$ cat src/rtl/booth_mult_seq.sv
// Sequential radix-2 Booth multiplier with start/done handshake.
// Signed or unsigned operands (tc), product held until the next completion.
module booth_mult_seq #(
  parameter int WIDTH = 8
) (
  input  logic                 clk,
  input  logic                 rst,
  input  logic                 start,
  input  logic                 tc,
  input  logic [WIDTH-1:0]     multiplicand,
  input  logic [WIDTH-1:0]     multiplier,
  output logic                 busy,
  output logic                 done,
  output logic [2*WIDTH-1:0]   product
);

  localparam int CW = $clog2(WIDTH + 2);
  localparam logic [CW-1:0] CNT_INIT = CW'(WIDTH + 1);
  localparam logic [CW-1:0] CNT_LAST = CW'(1);

  typedef enum logic [1:0] {
    S_IDLE,
    S_CALC,
    S_DONE
  } state_t;

  state_t               r_state;
  state_t               w_state_nxt;

  logic [WIDTH+1:0]     r_a;
  logic [WIDTH:0]       r_m;
  logic [WIDTH:0]       r_q;
  logic                 r_q1;
  logic [CW-1:0]        r_cnt;
  logic [2*WIDTH-1:0]   r_product;

  logic                 w_load;
  logic                 w_last;
  logic [WIDTH:0]       w_m_ext;
  logic [WIDTH:0]       w_q_ext;
  logic [WIDTH+1:0]     w_m_wide;
  logic [WIDTH+1:0]     w_sum;
  logic [WIDTH+1:0]     w_a_nxt;
  logic [WIDTH:0]       w_q_nxt;

  always_ff @(posedge clk) begin
    if (rst) r_state <= S_IDLE;
    else     r_state <= w_state_nxt;
  end

  always_comb begin
    w_state_nxt = r_state;
    busy        = 1'b0;
    done        = 1'b0;
    w_load      = 1'b0;
    w_last      = 1'b0;
    case (r_state)
      S_IDLE: begin
        if (start) begin
          w_load      = 1'b1;
          w_state_nxt = S_CALC;
        end
      end
      S_CALC: begin
        busy = 1'b1;
        if (r_cnt == CNT_LAST) begin
          w_last      = 1'b1;
          w_state_nxt = S_DONE;
        end
      end
      S_DONE: begin
        done = 1'b1;
        if (start) begin
          w_load      = 1'b1;
          w_state_nxt = S_CALC;
        end else begin
          w_state_nxt = S_IDLE;
        end
      end
      default: w_state_nxt = S_IDLE;
    endcase
  end

  // One extra bit makes unsigned operands non-negative under Booth recoding.
  assign w_m_ext  = tc ? {multiplicand[WIDTH-1], multiplicand} : {1'b0, multiplicand};
  assign w_q_ext  = tc ? {multiplier[WIDTH-1], multiplier}     : {1'b0, multiplier};
  assign w_m_wide = {r_m[WIDTH], r_m};

  always_comb begin
    w_sum = r_a;
    case ({r_q[0], r_q1})
      2'b01:   w_sum = r_a + w_m_wide;
      2'b10:   w_sum = r_a - w_m_wide;
      default: w_sum = r_a;
    endcase
  end

  assign w_a_nxt = {w_sum[WIDTH+1], w_sum[WIDTH+1:1]};
  assign w_q_nxt = {w_sum[0], r_q[WIDTH:1]};

  always_ff @(posedge clk) begin
    if (rst) begin
      r_a       <= '0;
      r_m       <= '0;
      r_q       <= '0;
      r_q1      <= 1'b0;
      r_cnt     <= '0;
      r_product <= '0;
    end else if (w_load) begin
      r_a   <= '0;
      r_m   <= w_m_ext;
      r_q   <= w_q_ext;
      r_q1  <= 1'b0;
      r_cnt <= CNT_INIT;
    end else if (r_state == S_CALC) begin
      r_a   <= w_a_nxt;
      r_q   <= w_q_nxt;
      r_q1  <= r_q[0];
      r_cnt <= r_cnt - CNT_LAST;
      if (w_last) r_product <= {w_a_nxt[WIDTH-2:0], w_q_nxt};
    end
  end

  assign product = r_product;

endmodule

$ cat config.mk
export PLATFORM = sky130hd
export DESIGN_NAME = booth_mult_seq
export DESIGN_NICKNAME = d
export VERILOG_FILES = /design/src/rtl/booth_mult_seq.sv
export SDC_FILE = /design/constraint.sdc
export NUM_CORES = 1
export LEC_CHECK = 0
export ABC_CLOCK_PERIOD_IN_PS = 6820
export BUFFER_PORTS_ARGS = -buffer_cell sky130_fd_sc_hd__buf_2
export CORE_MARGIN = 3
export CORE_UTILIZATION = 52
export CTS_CLUSTER_DIAMETER = 50
export DETAILED_ROUTE_END_ITERATION = 12
export GPL_ROUTABILITY_DRIVEN = 0
export PLACE_DENSITY = 0.74
export SYNTH_ARGS = -nofsm -noshare
export SYNTH_HDL_FRONTEND = slang
export SYNTH_SLANG_ARGS = --single-unit
export TNS_END_PERCENT = 5
$ cat constraint.sdc
create_clock -name clk -period 6.82 [get_ports clk]
set_input_delay 0.682 -clock clk [delete_from_list [all_inputs] [get_ports clk]]
set_output_delay 0.682 -clock clk [all_outputs]
set_load 0.1 [all_outputs]
==> results.md <==
* Status: finished clean
* Worst setup path end: busy
* Clock Sinks at 50
* WHS at approximately 0.46 ns
* Hold Crit Class: reg2reg
* Worst EP required at about 6 ns
* Worst Setup SP: r_state[0]
* CTS tree: done
* Buf/Inv on CP at 3
* Total negative slack at 0 ns
* Clock power frac at 0.301
* Resize count post-CTS at 0
* Final Slew Violations at 0
* Layout fillers at 426
* Vias per inst at 5.41
* Core ar. at 0.00447 mm2
* RSZ-0062 raised after global routing: no
* Via count at 2127
* Reg2Reg Depth at 9
* PortBufs at 37
* Area share of the largest cell type after synthesis at 0.405
* Setup bufs post-CTS at 0
* Net switching power at 238 uW
* Sequential area share after synthesis at 0.405
* Main synth FF type: dfxtp_1
* FF-to-FF Start: r_q[0]
* Multi-input gate area at 0.00137 mm2
* Post-route clock period utilization at 0.410
* Clock transition at path regs at roughly 0.10 ns
* Initial antenna violation count at 0
* Max FO, Critical Path at 19
* Crit-path max cell delay at 0.46 ns
* FF+latch count, synth at 50
* Syn_area_per_cell at 8.01 um2
* FF/Latch Area at 0.00100 mm2
* Synth Instances at between 300 and 400
* Drt drc at 0
* Mapped Area at 0.00247 mm2
* Final wirelength at 5360 um
* Dpl hpwl at slightly below 4000 um
* Routed len/inst at 13.6 um
* Standard-cell row count at 24
* Worst path cell trace: nand2b_1, inv_1, buf_4, buf_2
* Number of H-tree levels at 2
* Clock Latency Late Sink at 0.31 ns
* Synth Warn # at 0
* Reg-to-reg endpoint: r_a[7]
* Worst R2R Setup Slack at 4.21 ns
* Layout cells sized above 1 at 0.152
* Die extent in x at around 75 um
* Area leader, netlist: dfxtp_1
* Logic pwr share at 0.264
* Slowest CP cell: buf_2
* Cts-stage hold buffer count at 0
* Sw Share at 0.322
* # nets final at 374
* Post-synth EDFFs at 0
* Seq pwr share at 0.435
* Global router's overall resource usage at 0.202
* CTS Root Buffer Type: clkbuf_8
* Die ar. at 0.00562 mm2
* Cts bufs inserted at 5
* P_int at 501 uW
* Power per Cell Area at 264 mW/mm2
* Setup Skew at 0.00775 ns
* Drt pass-1 iters at 4
* Antenna-violating nets left at 0
* Critical path data arrival time at 2.11 ns
* Num ports at 38
* Most numerous cell in the Yosys netlist: nand2_1
* Final Hold Vio Count at 0
* Max transition margin at 0.498
* Synth area leaders: dfxtp_1, nand2_1, a21oi_1
* Worst-margin pin slew at 0.753 ns
* Fmax at roughly 360 MHz
* Largest net degree at the start of global routing at 42
* Syn_nets at about 340
* Stages on worst setup path at 4
* Global route total overflow at 0
* First-pass GRT wire length at 8690 um
* Crit. End Element: output pin
* Post-synthesis cell type count at 35
* Post-synth top cells: nand2_1, dfxtp_1, a21oi_1
* Crit start category: flip-flop
* 1st-iter DRT viols at 140
* Max-cap viol count at 0
* Initial Utilization at 0.553
* # diodes at 0
* Min Tclk post-route at 2.80 ns
* Die height at between 70 and 80 um
* Lkg Pwr at 1.17 nW
* Final setup violation count at 0
* Worst VDD drop at 0.230 mV
* CP delay by family, top: buffers and inverters
* Worst setup path class: reg2out
* Area delta synth->final at 13.3%
* Clk buf depth at 2
* Post-synthesis async set-or-reset flop share at 0
* Vias in the first global route at around 1900
==> cells in the final DEF, fill, tap and decap left out, types with 2 or more instances in the layout <==
cell type / instances
nor2b_1: 3
xnor2_1: 10
nand2b_1: 4
nand2_1: 61
a21oi_1: 44
nand3_1: 4
nand3b_1: 2
nor2_1: 31
a22oi_1: 8
buf_2: 37
buf_4: 3
ha_1: 13
xor2_1: 6
inv_1: 9
a21o_1: 4
mux2i_1: 7
a31oi_1: 3
clkbuf_8: 6
nor3_1: 4
dfxtp_1: 50
nor4_1: 2
a211oi_1: 7
o21ai_0: 9
==> final cells by class <==
| cell class | instances | area share |
|---|---|---|
| Clock buffer | 6 | 0.0295 |
| Clock inverter | 2 | 0.0138 |
| Inverter | 10 | 0.0134 |
| Multi-Input combinational cell | 233 | 0.489 |
| Sequential cell | 50 | 0.357 |
| Tap cell | 52 | 0.0232 |
| Timing Repair Buffer | 40 | 0.0741 |
==> cell families after synthesis <==
kind of cell             count (synthesis)  synth area share
AND/OR/NAND/NOR                        113             0.193
AO/OA/AOI/OAI                           83             0.201
flip-flops                              50             0.405
buffers and inverters                   26            0.0420
XOR/XNOR                                16            0.0566
adder cells (fa/ha/maj)                 14            0.0739
multiplexers                             7            0.0283
==> how the worst min path moves through the flow <==
| stage | startpoint | to | depth (start not counted) |
|---|---|---|---|
| finish | product[2] | product[2] | 2 |
| global route | product[3] | product[3] | 2 |
| CTS | product[2] | product[2] | 2 |
| detailed placement | product[2] | product[2] | 2 |
| global placement | product[1] | product[1] | 2 |
| floorplan | r_q1 | r_q1 | 2 |
==> worst register-to-register path, stage by stage (launching register included) <==
cell and delay (ns):
dfxtp_1 0.37, ha_1 0.37, mux2i_1 0.20, fa_1 0.46
a21o_1 0.18, a21oi_1 0.20, o21ai_0 0.18, o31ai_1 0.28
xor2_1 0.17, a21oi_1 0.08
==> state kept, by name (all words and copies together), names as in the netlist <==
name	cells
product	16
r_a	9
r_cnt	4
r_m	9
r_q	9
r_q1	1
r_state	2
==> power groups by stage <==
stage	sequential, mW	clock (mW)	combinational, mW
after floorplan	0.343	0	0.141
after global placement	0.328	0	0.192
after detailed placement	0.329	0	0.194
after CTS	0.322	0.224	0.195
after global routing	0.324	0.237	0.219
final	0.322	0.222	0.195
==> layer usage <==
metal / wire length, um / global-route usage / up-vias
met4: 53 / 0.0553 / 0
met2: 2340 / 0.303 / 40
li1: - / - / 1113
met3: 233 / 0.0547 / 5
met1: 2730 / 0.286 / 969
met5: 0 / 0 / -
==> through the flow <==
step                       util  cell area [um2]  std cells  power (mW)  setup slack (ns)
after detailed placement  0.599             2680        385       0.522              4.24
after CTS                 0.626             2800        393       0.741              4.03
after global placement    0.599             2680        385       0.520              4.30
after global routing      0.626             2800        393       0.780              3.90
after floorplan               -             2470        309       0.483              4.37
final                     0.626             2800        393       0.739              4.02
No activity file was read; power rests on OpenSTA's default activity.
